===== config.mk =====
export PLATFORM = sky130hd
export DESIGN_NAME = apple1_keyboard
export DESIGN_NICKNAME = d
export VERILOG_FILES = /design/src/rtl/apple1_pkg.sv /design/src/rtl/ps2_scancode_rom.sv /design/src/rtl/apple1_keyboard.sv
export SDC_FILE = /design/constraint.sdc
export NUM_CORES = 1
export LEC_CHECK = 0
export CORE_AREA = 2 2 88 90
export CTS_BUF_LIST = sky130_fd_sc_hd__clkbuf_8 sky130_fd_sc_hd__clkbuf_16
export DETAILED_ROUTE_END_ITERATION = 12
export DIE_AREA = 0 0 90 92
export GPL_ROUTABILITY_DRIVEN = 0
export PLACE_DENSITY = 0.78
export SLEW_MARGIN = 10
export SYNTH_ARGS = -nofsm -noshare
export SYNTH_HDL_FRONTEND = slang
export SYNTH_HIERARCHICAL = 1
export SYNTH_SLANG_ARGS = --single-unit

===== constraint.sdc =====
create_clock -name sys_clock -period 2.9 [get_ports sys_clock]
set_input_delay 0.58 -clock sys_clock [delete_from_list [all_inputs] [get_ports sys_clock]]
set_output_delay 0.58 -clock sys_clock [all_outputs]
set_load 0.05 [all_outputs]

===== src/rtl/apple1_pkg.sv =====
// ============================================================================
//  Module      : apple1_pkg
//  Description : Shared types and constants for the Apple-1 PS/2 keyboard.
//  Revision    : 1.0 - initial release
// ============================================================================
`default_nettype none

package apple1_pkg;

   typedef enum logic [1:0] {
      IDLE   = 2'd0,
      DATA   = 2'd1,
      PARITY = 2'd2,
      STOP   = 2'd3
   } rx_state_t;

   localparam logic [7:0] SC_EXT    = 8'hE0;
   localparam logic [7:0] SC_BREAK  = 8'hF0;
   localparam logic [7:0] SC_LSHIFT = 8'h12;
   localparam logic [7:0] SC_RSHIFT = 8'h59;
   localparam logic [7:0] SC_CTRL   = 8'h14;
   localparam logic [7:0] SC_ENTER  = 8'h5A;
   localparam logic [7:0] SC_BKSP   = 8'h66;
   localparam logic [7:0] SC_ESC    = 8'h76;
   localparam logic [7:0] SC_F11    = 8'h78;
   localparam logic [7:0] SC_F12    = 8'h07;

   localparam logic [6:0] ASCII_CR     = 7'h0D;
   localparam logic [6:0] ASCII_ESC    = 7'h1B;
   localparam logic [6:0] ASCII_RUBOUT = 7'h5F;

   function automatic logic is_letter(input logic [6:0] c);
      return (c >= 7'h41) && (c <= 7'h5A);
   endfunction

endpackage

`default_nettype wire


===== src/rtl/ps2_scancode_rom.sv =====
// ============================================================================
//  Module      : ps2_scancode_rom
//  Description : Set-2 scancode to Apple-1 ASCII lookup (uppercase only).
//  Revision    : 1.0 - initial release
// ============================================================================
`default_nettype none

module ps2_scancode_rom
   import apple1_pkg::*;
(
   input  logic       i_shift,
   input  logic [7:0] i_scancode,
   output logic       o_valid,
   output logic [6:0] o_ascii
);

   always_comb begin
      o_valid = 1'b1;
      o_ascii = 7'h00;
      case (i_scancode)
         8'h1C: o_ascii = 7'h41;
         8'h32: o_ascii = 7'h42;
         8'h21: o_ascii = 7'h43;
         8'h23: o_ascii = 7'h44;
         8'h24: o_ascii = 7'h45;
         8'h2B: o_ascii = 7'h46;
         8'h34: o_ascii = 7'h47;
         8'h33: o_ascii = 7'h48;
         8'h43: o_ascii = 7'h49;
         8'h3B: o_ascii = 7'h4A;
         8'h42: o_ascii = 7'h4B;
         8'h4B: o_ascii = 7'h4C;
         8'h3A: o_ascii = 7'h4D;
         8'h31: o_ascii = 7'h4E;
         8'h44: o_ascii = 7'h4F;
         8'h4D: o_ascii = 7'h50;
         8'h15: o_ascii = 7'h51;
         8'h2D: o_ascii = 7'h52;
         8'h1B: o_ascii = 7'h53;
         8'h2C: o_ascii = 7'h54;
         8'h3C: o_ascii = 7'h55;
         8'h2A: o_ascii = 7'h56;
         8'h1D: o_ascii = 7'h57;
         8'h22: o_ascii = 7'h58;
         8'h35: o_ascii = 7'h59;
         8'h1A: o_ascii = 7'h5A;
         // Digit row: shifted symbols follow the US layout
         8'h45: o_ascii = i_shift ? 7'h29 : 7'h30;
         8'h16: o_ascii = i_shift ? 7'h21 : 7'h31;
         8'h1E: o_ascii = i_shift ? 7'h40 : 7'h32;
         8'h26: o_ascii = i_shift ? 7'h23 : 7'h33;
         8'h25: o_ascii = i_shift ? 7'h24 : 7'h34;
         8'h2E: o_ascii = i_shift ? 7'h25 : 7'h35;
         8'h36: o_ascii = i_shift ? 7'h5E : 7'h36;
         8'h3D: o_ascii = i_shift ? 7'h26 : 7'h37;
         8'h3E: o_ascii = i_shift ? 7'h2A : 7'h38;
         8'h46: o_ascii = i_shift ? 7'h28 : 7'h39;
         8'h29: o_ascii = 7'h20;
         8'h4E: o_ascii = i_shift ? 7'h5F : 7'h2D;
         8'h55: o_ascii = i_shift ? 7'h2B : 7'h3D;
         8'h4C: o_ascii = i_shift ? 7'h3A : 7'h3B;
         8'h52: o_ascii = i_shift ? 7'h22 : 7'h27;
         8'h41: o_ascii = i_shift ? 7'h3C : 7'h2C;
         8'h49: o_ascii = i_shift ? 7'h3E : 7'h2E;
         8'h4A: o_ascii = i_shift ? 7'h3F : 7'h2F;
         SC_ENTER: o_ascii = ASCII_CR;
         SC_BKSP:  o_ascii = ASCII_RUBOUT;
         SC_ESC:   o_ascii = ASCII_ESC;
         default:  o_valid = 1'b0;
      endcase
   end

endmodule

`default_nettype wire


===== src/rtl/apple1_keyboard.sv =====
// ============================================================================
//  Module      : apple1_keyboard
//  Description : PS/2 receiver and decoder presenting the Apple-1 KBD/KBDCR pair.
//  Revision    : 1.0 - initial release
// ============================================================================
`default_nettype none

module apple1_keyboard
   import apple1_pkg::*;
#(
   parameter int TIMEOUT_CYCLES = 20000,
   parameter int SYNC_STAGES    = 2
)
(
   input  logic       sys_clock,
   input  logic       reset,
   input  logic       cpu_clken,
   input  logic       ps2_clk,
   input  logic       ps2_data,
   input  logic       address,
   input  logic       r_en,
   output logic [7:0] dout,
   output logic       key_ready,
   output logic       clr_screen,
   output logic       reset_req
);

   localparam int                    c_TIMER_W     = $clog2(TIMEOUT_CYCLES + 1);
   localparam logic [c_TIMER_W-1:0]  c_TIMEOUT_END = c_TIMER_W'(TIMEOUT_CYCLES - 1);

   logic [SYNC_STAGES-1:0] r_clk_sync;
   logic [SYNC_STAGES-1:0] r_dat_sync;
   logic                   r_clk_prev;
   logic                   w_fall;
   logic                   w_data;

   rx_state_t              r_state;
   logic [2:0]             r_bit_cnt;
   logic [7:0]             r_shreg;
   logic                   r_par;
   logic                   r_par_ok;
   logic [c_TIMER_W-1:0]   r_timer;
   logic                   r_byte_valid;
   logic [7:0]             r_byte;

   logic                   r_shift_key;
   logic                   r_ctrl;
   logic                   r_brk;
   logic                   r_ext;
   logic                   r_load_pend;
   logic [6:0]             r_load_char;
   logic                   r_clr_pend;
   logic                   r_rst_pend;
   logic [6:0]             r_char;
   logic                   r_overrun;

   logic                   w_rom_valid;
   logic [6:0]             w_rom_ascii;
   logic [6:0]             w_char;
   logic                   w_rd_kbd;
   logic                   w_rd_cr;

   // Lines idle high, so presetting the synchronizers to 1 avoids a false edge
   always_ff @(posedge sys_clock) begin
      if (reset) begin
         r_clk_sync <= '1;
         r_dat_sync <= '1;
         r_clk_prev <= 1'b1;
      end else begin
         r_clk_sync <= {r_clk_sync[SYNC_STAGES-2:0], ps2_clk};
         r_dat_sync <= {r_dat_sync[SYNC_STAGES-2:0], ps2_data};
         r_clk_prev <= r_clk_sync[SYNC_STAGES-1];
      end
   end

   assign w_fall = r_clk_prev & ~r_clk_sync[SYNC_STAGES-1];
   assign w_data = r_dat_sync[SYNC_STAGES-1];

   always_ff @(posedge sys_clock) begin
      if (reset) begin
         r_state      <= IDLE;
         r_bit_cnt    <= 3'd0;
         r_shreg      <= 8'h00;
         r_par        <= 1'b0;
         r_par_ok     <= 1'b0;
         r_timer      <= '0;
         r_byte_valid <= 1'b0;
         r_byte       <= 8'h00;
      end else begin
         r_byte_valid <= 1'b0;
         if (w_fall || (r_state == IDLE)) r_timer <= '0;
         else                             r_timer <= r_timer + 1'b1;

         if (w_fall) begin
            unique case (r_state)
               IDLE: begin
                  if (!w_data) begin
                     r_state   <= DATA;
                     r_bit_cnt <= 3'd0;
                     r_par     <= 1'b0;
                  end
               end
               DATA: begin
                  r_shreg   <= {w_data, r_shreg[7:1]};
                  r_par     <= r_par ^ w_data;
                  r_bit_cnt <= r_bit_cnt + 3'd1;
                  if (r_bit_cnt == 3'd7) r_state <= PARITY;
               end
               PARITY: begin
                  r_par_ok <= r_par ^ w_data;
                  r_state  <= STOP;
               end
               STOP: begin
                  if (w_data && r_par_ok) begin
                     r_byte_valid <= 1'b1;
                     r_byte       <= r_shreg;
                  end
                  r_state <= IDLE;
               end
               default: r_state <= IDLE;
            endcase
         end else if ((r_state != IDLE) && (r_timer == c_TIMEOUT_END)) begin
            r_state <= IDLE;
         end
      end
   end

   ps2_scancode_rom u_rom (
      .i_shift    (r_shift_key),
      .i_scancode (r_byte),
      .o_valid    (w_rom_valid),
      .o_ascii    (w_rom_ascii)
   );

   assign w_char = (r_ctrl && is_letter(w_rom_ascii)) ? (w_rom_ascii & 7'h1F) : w_rom_ascii;

   // Decode stage: prefix flags persist until a non-prefix byte closes the sequence
   always_ff @(posedge sys_clock) begin
      if (reset) begin
         r_shift_key <= 1'b0;
         r_ctrl      <= 1'b0;
         r_brk       <= 1'b0;
         r_ext       <= 1'b0;
         r_load_pend <= 1'b0;
         r_load_char <= 7'h00;
         r_clr_pend  <= 1'b0;
         r_rst_pend  <= 1'b0;
      end else begin
         r_load_pend <= 1'b0;
         r_clr_pend  <= 1'b0;
         r_rst_pend  <= 1'b0;
         if (r_byte_valid) begin
            if (r_byte == SC_EXT) begin
               r_ext <= 1'b1;
            end else if (r_byte == SC_BREAK) begin
               r_brk <= 1'b1;
            end else begin
               r_ext <= 1'b0;
               r_brk <= 1'b0;
               if ((r_byte == SC_LSHIFT) || (r_byte == SC_RSHIFT)) begin
                  r_shift_key <= ~r_brk;
               end else if (r_byte == SC_CTRL) begin
                  r_ctrl <= ~r_brk;
               end else if (!r_brk) begin
                  if (r_ext) begin
                     if (r_byte == SC_ENTER) begin
                        r_load_pend <= 1'b1;
                        r_load_char <= ASCII_CR;
                     end
                  end else if (r_byte == SC_F11) begin
                     r_clr_pend <= 1'b1;
                  end else if (r_byte == SC_F12) begin
                     r_rst_pend <= 1'b1;
                  end else if (w_rom_valid) begin
                     r_load_pend <= 1'b1;
                     r_load_char <= w_char;
                  end
               end
            end
         end
      end
   end

   assign w_rd_kbd = cpu_clken & r_en & ~address;
   assign w_rd_cr  = cpu_clken & r_en &  address;

   // A load coinciding with a KBD read wins on key_ready and never flags overrun
   always_ff @(posedge sys_clock) begin
      if (reset) begin
         r_char     <= 7'h00;
         key_ready  <= 1'b0;
         r_overrun  <= 1'b0;
         dout       <= 8'h00;
         clr_screen <= 1'b0;
         reset_req  <= 1'b0;
      end else begin
         clr_screen <= r_clr_pend;
         reset_req  <= r_rst_pend;
         if (w_rd_kbd)     dout <= {1'b1, r_char};
         else if (w_rd_cr) dout <= {key_ready, r_overrun, 6'b000000};

         if (r_load_pend) begin
            r_char    <= r_load_char;
            key_ready <= 1'b1;
         end else if (w_rd_kbd) begin
            key_ready <= 1'b0;
         end
         r_overrun <= w_rd_kbd ? 1'b0 : (r_overrun | (r_load_pend & key_ready));
      end
   end

endmodule

`default_nettype wire


==> results.md, run 1 <==
- Stage delay of the slowest cell on the critical path: 460 ps
- Wire length of the first global-routing pass: between 15000 and 20000 µm
- Cell count of the worst reg-to-reg path: 11
- Layout Cell Area excl Fill: 4990 µm²
- CP required: approximately 3200 ps
- Post-synthesis sequential element count: a little under 80
- FF-to-FF Start: r_byte[2]$_SDFFE_PP0P_
- Number of remaining DRC errors: 0
- Number of CTS-inserted buffers: 9
- Cell area after synthesis: roughly 4300 µm²
- Final layout net count: 582
- Largest vdd supply drop: 335 µV
- Std cell rows: 32
- Maximum achievable frequency: around 0.36 GHz
- Final max-slew violation count: 0
- Top Ports: 18
- HPWL Detailed: approximately 7800 µm
- Placeable Area: 7450 µm²
- Proportion of layout cells with a drive suffix above 1: between 10% and 20%
- Crit path capture type: flop
- CP Data Arrival Time: 3090 ps
- Total via count in the routed design: between 4000 and 5000
- Leakage power: around 1.7 nW
- Number of enable flip-flop cells after synthesis: 0
- Setup repair after global routing missed its margin: yes
- Initial Utilization: about three fifths
- Setup skew after layout: 9.75 ps
- 1st-pass router iterations: 6
- Violation count after the first detailed-route iteration: around 370
- Instance count of the mapped netlist: about 540
- Most common cell after layout, fill and taps aside: dfxtp_1
- Period utilisation layout: a little over nine tenths
- Min-delay src: r_dat_sync[0]$_SDFF_PP1_
- Pwr Total: 0.00204 W
- Outcome: complete, no violations
- Number of sinks driven by the clock tree: 77
- CP most frequent cell: buf_4
- Clk Latency, worst-skew pair: ~360 ps
- Sequential cell area: about 1600 µm²
- CTS tree: done
- Clock root buffer: clkbuf_8
- Predominant post-synthesis flop cell: dfxtp_1
- Number of I/O port buffers: 17
- Count of final setup violators: 0
- Final Worst Setup Slack: a little under 100 ps
- Buffer levels on the longest clock path: 2
- End of the worst register-to-register path: r_load_char[6]$_SDFFE_PP0P_
- Syn Nets: around 550
- Fraction of registers with async set/reset: 0%
- Pwr dens: 409 nW/µm²
- Drt wl/cell: 16.0 µm
- Total wire length: 10800 µm
- CTS H-tree depth: 3
- Tightest Pin Transition: 860 ps
- Vias in the first global route: ~3900
- Antenna violations before repair: 0
- Count of fill cells added during filler insertion: between 600 and 700
- Hold Crit Endpoint: r_dat_sync[1]$_SDFF_PP1_
- Global Route Usage Sum: roughly a quarter
- Worst-path cell chain: buf_4 > nor4bb_1 > buf_4 > a32oi_1 > o21ai_0 > nor4_2 > nand4_1 > or4_1 > o22ai_1 > o311ai_1 > mux2i_1
- Top library cells by usage in the layout, fill and taps aside: dfxtp_1 (70), nor2_1 (68), a21oi_1 (44)
- Count of unique library cells instantiated by Yosys: 63
- Horizontal extent of the die: approximately 90 µm
- Yosys synthesis warning count: 6
- Number of instances on the worst hold path: 1
- Crit-path max FO: 16
- Antenna violation net count after detailed routing: 0
- Slack of the worst reg-to-reg path: 100 ps
- Area of the multi-input gates: about 2600 µm²
- Worst Path Class, Setup: reg -> reg
- Synthesized area per cell: about 8.0 µm²
- Die extent in y: slightly above 90 µm
- Worst-path cell with the longest stage delay: or4_1
- Period minus WS final: between 2000 and 3000 ps
- Leftover overflow at the end of global routing: 0
- Via-per-instance ratio: 6.24
- Pin count of the biggest net entering global routing: 35
- Worst hold slack: between 400 and 500 ps
- Count of final hold-check violations: 0
- Sequential share of the synthesized area: roughly 36%
- Critical path startpoint category: flop
- DIE AREA: between 8000 and 9000 µm²
- Min-Delay Path Class: reg -> reg
- Dpl ws: between 20 and 30 ps
- Layout overhead on the synthesized area: 15.3%
- Count of antenna diodes in the layout: 0
- Worst-path clk slew: 90 ps
- Max capacitance violation total: 0
- Post-placement cell area: between 4000 and 5000 µm²
- Tightest slew margin relative to the limit: a little over two fifths
==> kinds of logic (layout without fill, tap and decap cells) <==
| family | Yosys count | after routing | share of synthesized area (%) |
|---|---|---|---|
| simple gates | 247 | 247 | 31.0 |
| compound gates | 114 | 114 | 16.9 |
| flops | 77 | 77 | 35.6 |
| buf+inv | 55 | 89 | 5.78 |
| mux | 24 | 24 | 5.58 |
| xor+xnor | 15 | 15 | 3.04 |
| fa+ha+maj | 7 | 7 | 2.02 |
==> report_power, final <==
group / switching, W / total (W) / internal [W]
Combinational: 0.0000282 / 0.0000435 / 0.0000153
Clock: 0.000434 / 0.000936 / 0.000501
Sequential: 0.00000223 / 0.00106 / 0.00106
==> synthesized netlist by cell type (6+ instances only) <==
master | number | area share, %
a211oi_1 | 7 | 1.2
a21oi_1 | 44 | 5.1
a32oi_1 | 6 | 1.2
buf_2 | 17 | 2.0
clkbuf_1 | 17 | 1.5
dfxtp_1 | 77 | 36
ha_1 | 7 | 2.0
inv_1 | 16 | 1.4
mux2i_1 | 23 | 5.3
nand2_1 | 40 | 3.5
nand2b_1 | 16 | 2.3
nand3_1 | 27 | 3.1
nand4_1 | 10 | 1.4
nand4b_1 | 6 | 1.2
nor2_1 | 68 | 5.9
nor2b_1 | 15 | 2.2
nor3_1 | 10 | 1.2
nor3b_1 | 8 | 1.4
nor4_1 | 6 | 0.87
o21ai_0 | 21 | 2.4
o22ai_1 | 6 | 0.87
or2_2 | 7 | 1.0
or3_1 | 6 | 0.87
xnor2_1 | 8 | 1.6
xor2_1 | 7 | 1.4
==> timing repair <==
item                                    4_1_cts  5_1_grt
endpoints found under the setup margin        1        7
buffers inserted                              0        1
hold buffers                                  0        0
pin swaps                                     0        1
gates resized for setup                       1       12
==> per-layer routing <==
layer	routed length (µm)	global-route usage, %	vias to the layer above
met5	0	0	-
met1	4350	31.7	1923
met4	620	15.4	0
li1	-	-	1997
met2	5040	43.7	214
met3	809	6.41	77
==> stage by stage <==
stage | instances | TNS, ps | util (%)
5_1_grt | 675 | -66.5 | 67.0
3_5_place_dp | 658 | 0 | 63.4
6_report | 675 | 0 | 67.0
2_1_floorplan | 539 | 0 | -
3_3_place_gp | 658 | 0 | 63.4
4_1_cts | 674 | 0 | 66.6
==> worst max-delay path by stage <==
stage / startpoint / to / slack, ps / depth (start not counted)
after CTS: r_byte[1]$_SDFFE_PP0P_ / r_load_char[6]$_SDFFE_PP0P_ / 20 / 9
after global routing: r_byte[2]$_SDFFE_PP0P_ / r_load_char[6]$_SDFFE_PP0P_ / -40 / 11
after global placement: r_byte[6]$_SDFFE_PP0P_ / r_load_char[6]$_SDFFE_PP0P_ / 100 / 11
after floorplan: r_byte[2]$_SDFFE_PP0P_ / r_load_char[6]$_SDFFE_PP0P_ / 240 / 10
after detailed placement: r_byte[6]$_SDFFE_PP0P_ / r_load_char[6]$_SDFFE_PP0P_ / 30 / 11
final: r_byte[2]$_SDFFE_PP0P_ / r_load_char[6]$_SDFFE_PP0P_ / 100 / 11
==> layout make-up <==
type / instances / share of cell area [%]
clock buffer: 9 / 2.48
inverter: 16 / 1.20
tap: 102 / 2.56
multi-input combinational: 407 / 51.2
timing repair buffer: 57 / 9.40
clock inverter: 7 / 2.11
sequential: 77 / 31.1
==> state kept, by name, indices dropped and copies added, names as in the netlist, 2 cells and up <==
name,cells
dout,8
r_state,2
r_clk_sync,2
r_load_char,7
r_bit_cnt,3
r_shreg,8
r_dat_sync,2
r_char,7
r_byte,8
r_timer,15
==> critical path: cells and delay by family (launching register included) <==
kind                   cells  cell delay (ps)
multiplexers               1              140
AO/OA/AOI/OAI              4              640
AND/OR/NAND/NOR            4             1220
buffers and inverters      2              380
flip-flops                 1              360
Note: power is estimated with default switching activity, not from simulation.
==> run 2: changes to the inputs <==
ABC_CLOCK_PERIOD_IN_PS = 2900   (was unset)
CORE_AREA = 2 2 97 99   (was 2 2 88 90)
DIE_AREA = 0 0 99 101   (was 0 0 90 92)
PLACE_DENSITY = 0.66   (was 0.78)
==> run 2 against run 1 <==
Worst setup slack better by 61 ps. Hold slack better by 0.85 ps. Maximum frequency up 2.2%. Critical endpoint unchanged. Sequential power about the same. Critical path type unchanged. Global-route usage down 5.2 points.
==> results.md, run 2 (synthesis results as in run 1) <==
- Tightest slew margin relative to the limit: a little under three fifths
- CP most frequent cell: or4_1
- Tightest Pin Transition: between 600 and 700 ps
- Dpl ws: ~62 ps
- Largest vdd supply drop: 382 µV
- Flip-flop count of the largest register, all copies and words added: 15
- Buffer levels on the longest clock path: 2
- Number of remaining DRC errors: 0
- Critical path startpoint category: flop
- Std cell rows: 35
- Die extent in y: ~100 µm
- Reg with most FFs: r_timer
- Worst-path cell chain: buf_4 > inv_1 > nand2_1 > a41oi_1 > o221ai_1 > or4_1 > or4_1 > o22ai_1 > o311ai_0 > mux2i_1
- 1st-pass router iterations: 5
- Clock root buffer: clkbuf_8
- Global Route Usage Sum: around a fifth
- Worst-path clk slew: ~80 ps
- CP required: about 3200 ps
- Period utilisation layout: approximately 94%
- Crit-path max FO: 10
- Most common cell after layout, fill and taps aside: dfxtp_1
- Number of CTS-inserted buffers: 9
- Top cell family by delay on the critical path: simple AND/OR/NAND/NOR gates
- Sequential group share of total power: a little over half
- Final layout net count: 588
- Violation count after the first detailed-route iteration: around 290
- Switching share of power: ~23%
- Antenna violations before repair: 0
- Sequential cell area: about 1600 µm²
- Proportion of layout cells with a drive suffix above 1: between 15 and 20%
- HPWL Detailed: 7600 µm
- Final Worst Setup Slack: 161 ps
- Pin count of the biggest net entering global routing: 35
- Count of final hold-check violations: 0
- Worst Path Class, Setup: reg -> reg
- Max capacitance violation total: 0
- Setup repair after global routing missed its margin: no
- Initial Utilization: 48.2%
- Period minus WS final: between 2000 and 3000 ps
- Clock Power Share: a little over two fifths
- Setup skew after layout: 11.8 ps
- Drt wl/cell: 15.3 µm
- CP Data Arrival Time: between 3000 and 4000 ps
- DP Cell Count: 674
- Placeable Area: 8980 µm²
- Total wire length: roughly 11000 µm
- Sum Neg Setup Slack: 0 ps
- Final max-slew violation count: 0
- Logic pwr share: 2.2%
- Crit path capture type: flop
- Power dissipated by switching net loads: 0.000440 W
- Fraction of the core area covered by cells at the end of the flow: a little under three fifths
- CTS H-tree depth: 3
- Count of antenna diodes in the layout: 0
- Area of the multi-input gates: around 2600 µm²
- Count of fill cells added during filler insertion: a little over 800
- Total via count in the routed design: between 4000 and 5000
- Leakage power: around 1.7 nW
- Maximum achievable frequency: between 0.3 and 0.4 GHz
- Cell-internal power: around 0.0015 W
- DIE AREA: approximately 10000 µm²
- Top library cells by usage in the layout, fill and taps aside: dfxtp_1 (69), nor2_1 (68), buf_4 (45)
- Min-Delay Path Class: reg -> reg
- Wire length of the first global-routing pass: between 15000 and 20000 µm
- Count of final setup violators: 0
- Pwr dens: about 380 nW/µm²
- Number of I/O port buffers: 17
- Number of standard cells in the layout, taps in and fillers out: slightly below 700
- CTS tree: done
- Buffering stage count on the worst path with inverters included: 2
- Via-per-instance ratio: around 5.9
- Clk Latency, worst-skew pair: 350 ps
- Vias in the first global route: 3800
- Leftover overflow at the end of global routing: 0
- Top Ports: 18
- Antenna violation net count after detailed routing: 0
- Stage delay of the slowest cell on the critical path: 570 ps
- Number of sinks driven by the clock tree: 77
- Pwr Total: approximately 0.0019 W
- Layout overhead on the synthesized area: 16.6%
- Horizontal extent of the die: a little under 100 µm
- Outcome: complete, no violations
- Worst-path cell with the longest stage delay: or4_1
- Hold buffer count at cts: 0
run 2: cell types whose count changed in the layout (fill, tap and decap cells not counted), moves of 2 or more:
cell	delta
nor4bb_2	+2
dfxtp_4	+2
buf_4	+6
nor4bb_1	-2
inv_8	-2
run 2: power by group through the flow:
stage	combinational (W)	sequential [W]	clock [W]
2_1_floorplan	0.0000270	0.00109	0
3_3_place_gp	0.0000425	0.00109	0
3_5_place_dp	0.0000431	0.00109	0
4_1_cts	0.0000432	0.00106	0.000863
5_1_grt	0.0000475	0.00106	0.000898
6_report	0.0000427	0.00106	0.000838
run 2: metal layers:
metal / routed length [µm] / vias up / GRT usage (%)
met1: 4410 / 1857 / 26.7
met3: 869 / 50 / 5.76
met2: 4830 / 190 / 34.0
met4: 458 / 0 / 10.5
li1: - / 2005 / -
met5: 0 / - / 0
run 2: final cells by class:
type / instances / share of cell area, %
inverter: 16 / 1.19
sequential: 77 / 30.9
clock inverter: 6 / 1.36
timing repair buffer: 63 / 10.4
multi-input combinational: 407 / 50.7
tap: 111 / 2.75
clock buffer: 10 / 2.73
run 2: worst paths after layout:
kind	startpoint	end	slack (ps)	depth (start not counted)
setup / recovery	r_byte[4]$_SDFFE_PP0P_	r_load_char[6]$_SDFFE_PP0P_	160	10
hold / removal	r_dat_sync[0]$_SDFF_PP1_	r_dat_sync[1]$_SDFF_PP1_	420	1
setup reg to reg	r_byte[4]$_SDFFE_PP0P_	r_load_char[6]$_SDFFE_PP0P_	160	10
hold reg to reg	r_dat_sync[0]$_SDFF_PP1_	r_dat_sync[1]$_SDFF_PP1_	420	1
run 2: timing repair:
item,in CTS,in global routing
resized for setup,0,15
setup buffers,0,0
setup endpoints to repair,0,7
run 2: stage by stage:
stage,instance area [µm²],hold WS (ps)
final,5040,420
after global routing,5040,438
after CTS,5010,425
after detailed placement,4800,403
after global placement,4800,392
after floorplan,4330,389
==> run 3: changes to the inputs <==
ABC_AREA = 1   (was unset)
CORE_AREA = 5 5 102 104   (was 2 2 97 99)
DIE_AREA = 0 0 107 109   (was 0 0 99 101)
REMOVE_ABC_BUFFERS = 1   (was unset)
==> run 3 against run 2 <==
Critical path depth grew 6. Final cell count rose by 21%. Synthesized area rose by 4.9%. Hold slack got worse by 8.7 ps. Cell area fell by 1.3%. Die area grew 17%. Global-route usage decreased by 2.3 points. Sequential share of layout area rose by 0.12 points. Maximum frequency increased by 7.2%. Wire length fell by 0.64%. Largest cell class unchanged. Highest routed layer unchanged.
==> results.md, run 3 <==
- Slack of the worst reg-to-reg path: 340 ps
- Count of antenna diodes in the layout: 0
- Instance count of the mapped netlist: between 600 and 700
- Tightest slew margin relative to the limit: 62.0%
- Largest vdd supply drop: approximately 310 µV
- Clock root buffer: clkbuf_8
- Sequential cell area: roughly 1500 µm²
- Crit path capture type: flop
- Initial Utilization: approximately 48%
- DP Cell Count: between 800 and 900
- Yosys synthesis warning count: 6
- Wire length of the first global-routing pass: 18300 µm
- Number of CTS-inserted buffers: 9
- Clock Power Share: about 44%
- Stage delay of the slowest cell on the critical path: ~430 ps
- Fraction of registers with async set/reset: 0%
- Post_cts resized: 0
- Period minus WS final: ~2600 ps
- Post-synthesis sequential element count: 77
- Antenna violation net count after detailed routing: 0
- Number of I/O port buffers: 17
- DIE AREA: approximately 12000 µm²
- Proportion of netlist area held by the largest area contributor: between 30% and 40%
- Crit-path max FO: 16
- Max capacitance violation total: 0
- Most common cell after layout, fill and taps aside: nand2_1
- Count of final setup violators: 0
- Buffer levels on the longest clock path: 2
- Drt wl/cell: 12.6 µm
- Worst-path cell chain: inv_2 > nand2_2 > nor2_4 > nand2_1 > nand2_1 > nor2_1 > nand2_1 > nor2_1 > nand3_1 > nor2_1 > nor2_4 > nand3_4 > nor2_8 > nand3_1 > nand2_1 > nor2_1
- Global Route Usage Sum: a little under a fifth
- Buffering stage count on the worst path with inverters included: 1
- Std cell rows: 36
- Met2 Routed Length: approximately 5100 µm
- Synthesized area per cell: approximately 6.5 µm²
- Via-per-instance ratio: about 5.3
- Post-CTS setup buffer count: 0
- Setup repair after global routing missed its margin: no
- Worst Path Class, Setup: reg -> reg
- Commonest cells in the netlist: nand2_1 (193), nor2_1 (112), dfxtp_1 (77)
- Maximum achievable frequency: about 0.39 GHz
- CP Data Arrival Time: 2800 ps
- Setup skew after layout: around 12 ps
- Top area cells in the synthesized netlist: dfxtp_1 (34%), nand2_1 (16%), nor2_1 (9.3%), nand3_1 (6.5%), a21oi_1 (5.3%)
- Final max-slew violation count: 0
- Most frequently used cell type in the post-synthesis netlist: nand2_1
- Total via count in the routed design: 4371
- Sequential share of the synthesized area: between 30% and 40%
- Sum Neg Setup Slack: 0 ps
- Worst-path cell with the longest stage delay: dfxtp_1
- Total wire length: approximately 11000 µm
- HPWL Detailed: between 7000 and 8000 µm
- Placeable Area: 9460 µm²
- Final layout net count: 727
- CTS tree: done
- Flip-flop count of the largest register, all copies and words added: 15
- Switching share of power: 21.7%
- Pwr dens: 401 nW/µm²
- Horizontal extent of the die: about 110 µm
- Routed length on met1: around 4700 µm
- Count of unique library cells instantiated by Yosys: 37
- Area of the multi-input gates: ~2700 µm²
- Reg with most FFs: r_timer
- Leakage power: about 2.2 nW
- Number of standard cells in the layout, taps in and fillers out: roughly 830
- Antenna violations before repair: 0
- Layout overhead on the synthesized area: 9.59%
- Critical path startpoint category: flop
- Violation count after the first detailed-route iteration: 224
- Leftover overflow at the end of global routing: 0
- Power dissipated by switching net loads: around 0.00043 W
- Min-Delay Path Class: reg -> reg
- Predominant post-synthesis flop cell: dfxtp_1
- Cell area after synthesis: between 4000 and 5000 µm²
- Top Ports: 18
- Worst-path clk slew: roughly 80 ps
- Tightest Pin Transition: 569 ps
- Count of fill cells added during filler insertion: a little under 1000
- Count of final hold-check violations: 0
- Outcome: complete, no violations
- Period utilisation layout: between 80% and 90%
- Number of sinks driven by the clock tree: 77
- Max Used Layer: met4
- Clk Latency, worst-skew pair: 350 ps
- Die extent in y: about 110 µm
- Cell-internal power: 0.00156 W
- Top cell family by delay on the critical path: simple AND/OR/NAND/NOR gates
- Largest area contributor in the netlist: dfxtp_1
- Logic pwr share: a little over 3%
- Proportion of layout cells with a drive suffix above 1: between 10% and 20%
- Routed wl met3: between 400 and 500 µm
- Sequential group share of total power: a little over half
- Top library cells by usage in the layout, fill and taps aside: nand2_1 (193), nor2_1 (112), dfxtp_1 (77)
- Vias in the first global route: 4222
- CTS H-tree depth: 3
- Number of enable flip-flop cells after synthesis: 0
- Pin count of the biggest net entering global routing: 32
- 1st-pass router iterations: 5
- Number of remaining DRC errors: 0
- Hold buffer count at cts: 0
- CP required: roughly 3100 ps
-- run 3: cell families (layout without fill, tap and decap cells) --
logic type	after synthesis	after routing	synth area share (%)
adders and majority gates	7	7	1.93
DFF	77	77	33.9
AOI/OAI and AO/OA	91	91	10.9
and+or+nand+nor	443	443	45.0
xor gates and xnor gates	3	3	0.579
buffers and inverters	78	97	7.69
-- run 3: power by group through the flow --
stage / Combinational (W) / Clock [W] / Sequential (W)
3_5_place_dp: 0.0000628 / 0 / 0.00109
3_3_place_gp: 0.0000617 / 0 / 0.00109
5_1_grt: 0.0000703 / 0.000944 / 0.00107
6_report: 0.0000626 / 0.000871 / 0.00106
4_1_cts: 0.0000629 / 0.000893 / 0.00106
2_1_floorplan: 0.0000265 / 0 / 0.00109
-- run 3: final timing paths --
kind | start | endpoint | depth (start not counted)
worst max-delay path | r_byte[5]$_SDFFE_PP0P_ | r_load_char[6]$_SDFFE_PP0P_ | 16
worst min register to register | r_rst_pend$_SDFF_PP0_ | reset_req$_SDFF_PP0_ | 2
worst max register to register | r_byte[5]$_SDFFE_PP0P_ | r_load_char[6]$_SDFFE_PP0P_ | 16
worst min-delay path | r_rst_pend$_SDFF_PP0_ | reset_req$_SDFF_PP0_ | 2
-- run 3: metrics by stage --
step                util (%)  hold slack, ps  power (W)  setup slack (ps)  cell area (µm²)
floorplan                  -             388    0.00112               754             4420
CTS                     52.6             415    0.00202               376             4980
detailed placement      50.3             394    0.00115               391             4760
finish                  52.6             411    0.00200               344             4980
global placement        50.3             392    0.00115               466             4760
global route            52.6             437    0.00208              99.4             4980
-- run 3: cell type report --
class | instances | share of cell area, %
well taps | 114 | 2.87
clock buffers | 9 | 2.49
multi-input cells | 544 | 53.3
repair buffers | 21 | 4.02
flip-flops and latches | 77 | 31.0
clock inverters | 7 | 1.86
inverters | 60 | 4.52
-- run 3: worst reg2reg max path: cells and delay by family (launching register included) --
| kind | cells | cell delay [ps] |
|---|---|---|
| buffers and inverters | 1 | 130 |
| AND/OR/NAND/NOR | 15 | 1900 |
| flip-flops | 1 | 430 |
-- run 3: layer usage --
layer	GRT usage [%]	up-vias
li1	-	2266
met2	33.8	102
met3	3.67	31
met5	0	-
met4	7.21	0
met1	22.7	1972
